`src/rtl/dm_port_sched.sv`:
```
// dm_port_sched: arbitrates the single data-memory port between issued loads and an in-order committed-store buffer.
// Loads win unless the buffer is full, stores have starved, or the load overlaps a buffered/enqueuing store word.
module dm_port_sched #(
   parameter int SB_DEPTH   = 4,
   parameter int STARVE_MAX = 3,
   parameter int ROB_W      = 6
) (
   input  logic                            CLK,
   input  logic                            RESET,
   input  logic                            FREEZE,
   input  logic                            ld_valid,
   input  logic [31:0]                     ld_addr,
   input  logic [ROB_W-1:0]                ld_rob,
   output logic                            ld_ready,
   input  logic                            st_valid,
   input  logic [31:0]                     st_addr,
   input  logic [31:0]                     st_data,
   output logic                            st_ready,
   output logic [31:0]                     dm_addr,
   output logic [31:0]                     dm_wdata,
   output logic                            dm_read,
   output logic                            dm_write,
   input  logic [31:0]                     dm_rdata,
   output logic                            ld_resp_valid,
   output logic [31:0]                     ld_resp_data,
   output logic [ROB_W-1:0]                ld_resp_rob,
   output logic [$clog2(SB_DEPTH+1)-1:0]   sb_count,
   output logic                            sb_empty
);
   localparam int PW = $clog2(SB_DEPTH);
   localparam int CW = $clog2(SB_DEPTH+1);
   localparam int SW = $clog2(STARVE_MAX+1);
   logic [31:0]      addr_q [SB_DEPTH];
   logic [31:0]      data_q [SB_DEPTH];
   logic [PW-1:0]    head_q, tail_q, off;
   logic [CW-1:0]    count_q, count_d;
   logic [SW-1:0]    starve_q, starve_d;
   logic             resp_valid_q;
   logic [31:0]      resp_data_q;
   logic [ROB_W-1:0] resp_rob_q;
   logic             active, empty, force_st, conflict, enq, ld_grant, st_grant;
   always_comb begin
      active   = !RESET && !FREEZE;
      empty    = count_q == '0;
      st_ready = active && count_q < CW'(SB_DEPTH);
      enq      = st_valid && st_ready;
      force_st = count_q == CW'(SB_DEPTH) || (starve_q == SW'(STARVE_MAX) && !empty);
      conflict = enq && st_addr[31:2] == ld_addr[31:2];
      off      = '0;
      // an entry is live when its distance from head is below the count
      for (int i = 0; i < SB_DEPTH; i++) begin
         off = PW'(i) - head_q;
         if (CW'(off) < count_q && addr_q[i][31:2] == ld_addr[31:2]) conflict = 1'b1;
      end
      ld_grant = active && ld_valid && !conflict && !force_st;
      st_grant = active && !empty && !ld_grant;
      ld_ready = ld_grant;
      dm_read  = ld_grant;
      dm_write = st_grant;
      dm_addr  = ld_grant ? ld_addr : st_grant ? addr_q[head_q] : '0;
      dm_wdata = st_grant ? data_q[head_q] : '0;
      count_d  = count_q + CW'(enq) - CW'(st_grant);
      starve_d = st_grant || (ld_grant && empty) ? '0 :
                 ld_grant && starve_q != SW'(STARVE_MAX) ? starve_q + SW'(1) : starve_q;
      sb_count = count_q;
      sb_empty = empty;
      ld_resp_valid = resp_valid_q;
      ld_resp_data  = resp_data_q;
      ld_resp_rob   = resp_rob_q;
   end
   always_ff @(posedge CLK) begin
      if (RESET) begin
         head_q       <= '0;
         tail_q       <= '0;
         count_q      <= '0;
         starve_q     <= '0;
         resp_valid_q <= 1'b0;
         resp_data_q  <= '0;
         resp_rob_q   <= '0;
      end else if (!FREEZE) begin
         if (enq) begin
            addr_q[tail_q] <= st_addr;
            data_q[tail_q] <= st_data;
            tail_q         <= tail_q + PW'(1);
         end
         if (st_grant) head_q <= head_q + PW'(1);
         count_q      <= count_d;
         starve_q     <= starve_d;
         resp_valid_q <= ld_grant;
         if (ld_grant) begin
            resp_data_q <= dm_rdata;
            resp_rob_q  <= ld_rob;
         end
      end
   end
endmodule
```
`config.mk`:
```
export PLATFORM = sky130hd
export DESIGN_NAME = dm_port_sched
export DESIGN_NICKNAME = d
export VERILOG_FILES = /design/src/rtl/dm_port_sched.sv
export SDC_FILE = /design/constraint.sdc
export NUM_CORES = 1
export LEC_CHECK = 0
export CAP_MARGIN = 30
export CORE_MARGIN = 3
export CORE_UTILIZATION = 57
export CTS_CLUSTER_DIAMETER = 200
export DETAILED_ROUTE_END_ITERATION = 8
export GPL_ROUTABILITY_DRIVEN = 1
export GPL_TIMING_DRIVEN = 0
export MAX_ROUTING_LAYER = met4
export PLACE_DENSITY = 0.9
export RECOVER_POWER = 100
export SETUP_SLACK_MARGIN = 0.05
export SYNTH_ARGS = -nofsm -noshare
export SYNTH_HDL_FRONTEND = slang
export SYNTH_SLANG_ARGS = --single-unit
export TNS_END_PERCENT = 30
```
`constraint.sdc`:
```
create_clock -name CLK -period 9.5 [get_ports CLK]
set_clock_uncertainty 0.05 [all_clocks]
set_input_delay 1.9 -clock CLK [delete_from_list [all_inputs] [get_ports CLK]]
set_output_delay 1.9 -clock CLK [all_outputs]
set_load 0.005 [all_outputs]
```
==> out/results.tsv, run 1 <==
metric	value	unit
cts_made_buffers	31	
seq_area_frac_synth	0.6213	
yosys_warnings	0	
pwr-share-seq	0.495	
postCtsHoldBufs	0	
antenna_found_initial	12	
p_per_area	170.6	mW/mm^2
synth_top_area_cell	edfxtp_1	
place_inst	1520	
drv_cap	5	
reg2reg_slack	4.16	ns
rr_startpoint	sb_count[2]	
clkPwrFrac	0.406	
grt_usage	0.2982	
fmax	0.1207	GHz
final_cell_mix	edfxtp_1 (256), dlygate4sd3_1 (160), xor2_1 (112)	
synthArstFlopShare	0	
worstHoldPathCells	2	
grt_first_pass_wirelength	57480	um
fin_cells	1591	
syn_avg_cell_area	14.31	um^2
r2r-end	sb_count[2]	
fin_crit	8.287	ns
max-clock-path-buffers	3	
io_pins	250	
required	7.55	ns
drt_iter0_markers	1172	
multi_input_area	0.004815	mm^2
synth_area_leaders	edfxtp_1 (55%), mux4_2 (10%), dfxtp_1 (7.2%)	
synthFlopType	edfxtp_1	
grt_max_degree	55	
cts_sinks	306	
core	0.02382	mm^2
cp-end-kind	primary output	
cts_root_buf	clkbuf_16	
grt_setup_unrepaired	no	
crit_fanout	10	
hold_class	reg -> reg	
nets	1386	
die_w	162.6	um
synth_edf_count	256	
cts_htree_levels	1	
hpwl	27350	um
vdd_drop_max	231.6	uV
viasPerCell	6.040	
drcViolationCount	0	
finalWirelength	38930	um
synth_fp_nets	1128	
period_share	0.8723	
maxSlewViolCount	211	
violations	capacitance limit, slew limit	
first_pass_iters	6	
relSlewSlack	-1.439	
p_sw	0.6756	mW
rows	56	
grt.overflow.total	0	
fill_cells	1505	
ys_seq_elements	306	
internal-power	2.333	mW
rr_worst_depth	14	
die-height	162.6	um
grt_pass1_vias	9755	
ys_types	41	
clkLatencyLatePin	0.57	ns
gp_congestion	0.9836	
path_class	in -> out	
setup_tns	0	ns
start_util	0.5870	
setup_viol	0	
arrival	6.34	ns
regArea	0.008688	mm^2
cp-start-kind	primary input	
clk_pin_slew_worst_paths	0.06	ns
avgRoutedWirePerCell	24.47	um
postRouteAntennaNets	0	
synth_top_area_frac	0.5497	
cts_tree	built	
p_leak	6.054	nW
syn_inst	977	
min_to	ld_resp_data[8]	
synthesis.area	0.01398	mm^2
holdCritStartpoint	ld_resp_data[8]	
vias	9609	
die_area	0.02645	mm^2
layout_commonest_cell	edfxtp_1	
switching_share	0.2245	
postCtsSetupBuffers	0	
hold_viol	0	
p_comb_frac	0.099	
portBuffers	218	
area_growth	26.12	%
drive_gt1_frac	0.1286	
post_cts_resized	0	
tightest_slew	3.659	ns
outcome	complete, but fails checks	
## sequential cells by signal (all words and copies together) (netlist names), named ones only
register and flops:
tail_q 2, data_q 128, ld_resp_valid 1, ld_resp_rob 6, sb_count 3, ld_resp_data 32, head_q 2, addr_q 128
starve_q 2
## kinds of logic after synthesis
| logic type | share of synthesized area |
|---|---|
| AOI/OAI and AO/OA | 0.05199 |
| adders and majority gates | 0.01127 |
| buffers and inverters | 0.03239 |
| and+or+nand+nor | 0.07847 |
| muxes | 0.1081 |
| xor gates and xnor gates | 0.09646 |
| DFF | 0.6213 |
## power groups by stage
stage                     Clock [mW]  Combinational, mW  Sequential, mW
final                           1.22              0.299            1.49
after global routing            1.29              0.319            1.49
after CTS                       1.23              0.311            1.49
after detailed placement           0              0.308            1.52
after global placement             0              0.297            1.52
after floorplan                    0              0.153            1.51
## synthesized netlist by cell type (2+ instances only)
cell and count:
buf_4 5, buf_1 3, or3_1 2, clkbuf_2 2
inv_1 14, and3_1 4, mux2i_1 7, nor2b_1 31
buf_2 42, mux4_2 64, ha_1 11, nand4_1 11
edfxtp_1 256, nor2_1 8, nor3_2 2, a21oi_1 44
a2111oi_1 2, dfxtp_1 50, nor3_1 5, or4_1 2
nand2b_1 3, o21ai_1 11, a2111oi_2 2, o21ai_0 60
nand3_1 74, xnor2_1 42, nand2_1 35, o211ai_1 3
nor4_1 26, xor2_1 112, o2111ai_1 4, clkbuf_1 31
## stage by stage
step	util	hold slack, ns	setup slack [ns]	power (mW)	instance area, um^2
after detailed placement	0.7017	0.4178	2.076	1.824	16720
after CTS	0.7450	0.4262	2.079	3.025	17750
after floorplan	-	0.4027	3.875	1.668	13980
after global placement	0.6953	0.4085	2.055	1.812	16560
final	0.7403	0.4226	1.213	3.009	17640
after global routing	0.7403	0.4447	1.151	3.098	17640
## cell type report
type	instances	share of cell area
Multi-Input combinational cell	572	0.2730
Clock buffer	41	0.05037
Sequential cell	306	0.4927
Antenna cell	12	0.001703
Clock inverter	17	0.008088
Tap cell	319	0.02263
Timing Repair Buffer	225	0.1267
Buffer	84	0.02164
Inverter	15	0.003193
## per-layer routing
| layer | wire length, um | up-vias | global-route usage |
|---|---|---|---|
| met2 | 18990 | 551 | 0.4791 |
| met5 | 0 | - | - |
| met1 | 14230 | 4763 | 0.3722 |
| met3 | 4293 | 92 | 0.08062 |
| li1 | - | 4203 | - |
| met4 | 1420 | 0 | 0.1003 |
## worst max-delay path: stages
cell and delay [ns]:
dlygate4sd3_1 0.69, xnor2_1 0.21, nand4_1 0.20, nor4_1 0.11
a311oi_1 1.31, nand2_1 0.20, inv_1 0.27, clkbuf_1 0.49
o21ai_0 0.31, dlygate4sd3_1 0.65
## how the worst max path moves through the flow
stage / startpoint / end / slack, ns / cells after the start
CTS: st_addr[7] / dm_addr[3] / 2.08 / 10
detailed placement: st_addr[7] / dm_addr[3] / 2.08 / 10
floorplan: ld_addr[13] / dm_addr[11] / 3.87 / 10
global placement: st_addr[7] / dm_addr[3] / 2.06 / 10
finish: st_addr[7] / dm_addr[3] / 1.21 / 10
global route: RESET / dm_addr[3] / 1.15 / 10
No activity file was read; power rests on OpenSTA's default activity.
==> run 2: changes to the inputs <==
==> constraint.sdc (replaced) <==
create_clock -name CLK -period 9.9 [get_ports CLK]
set_clock_uncertainty 0.05 [all_clocks]
set_input_delay 1.98 -clock CLK [delete_from_list [all_inputs] [get_ports CLK]]
set_output_delay 1.98 -clock CLK [all_outputs]
set_load 0.005 [all_outputs]
==> results of run 2 <==
Same layout as run 1 (identical final DEF). Status: complete, but fails checks: capacitance limit, slew limit.
Main changes from that run: setup slack after placement 2.076 ns -> 2.316 ns; setup slack after layout 1.213 ns -> 1.453 ns; register-to-register setup slack 4.16 ns -> 4.56 ns; total power 3.009 mW -> 2.887 mW; worst IR drop on VDD 231.6 uV -> 222.3 uV
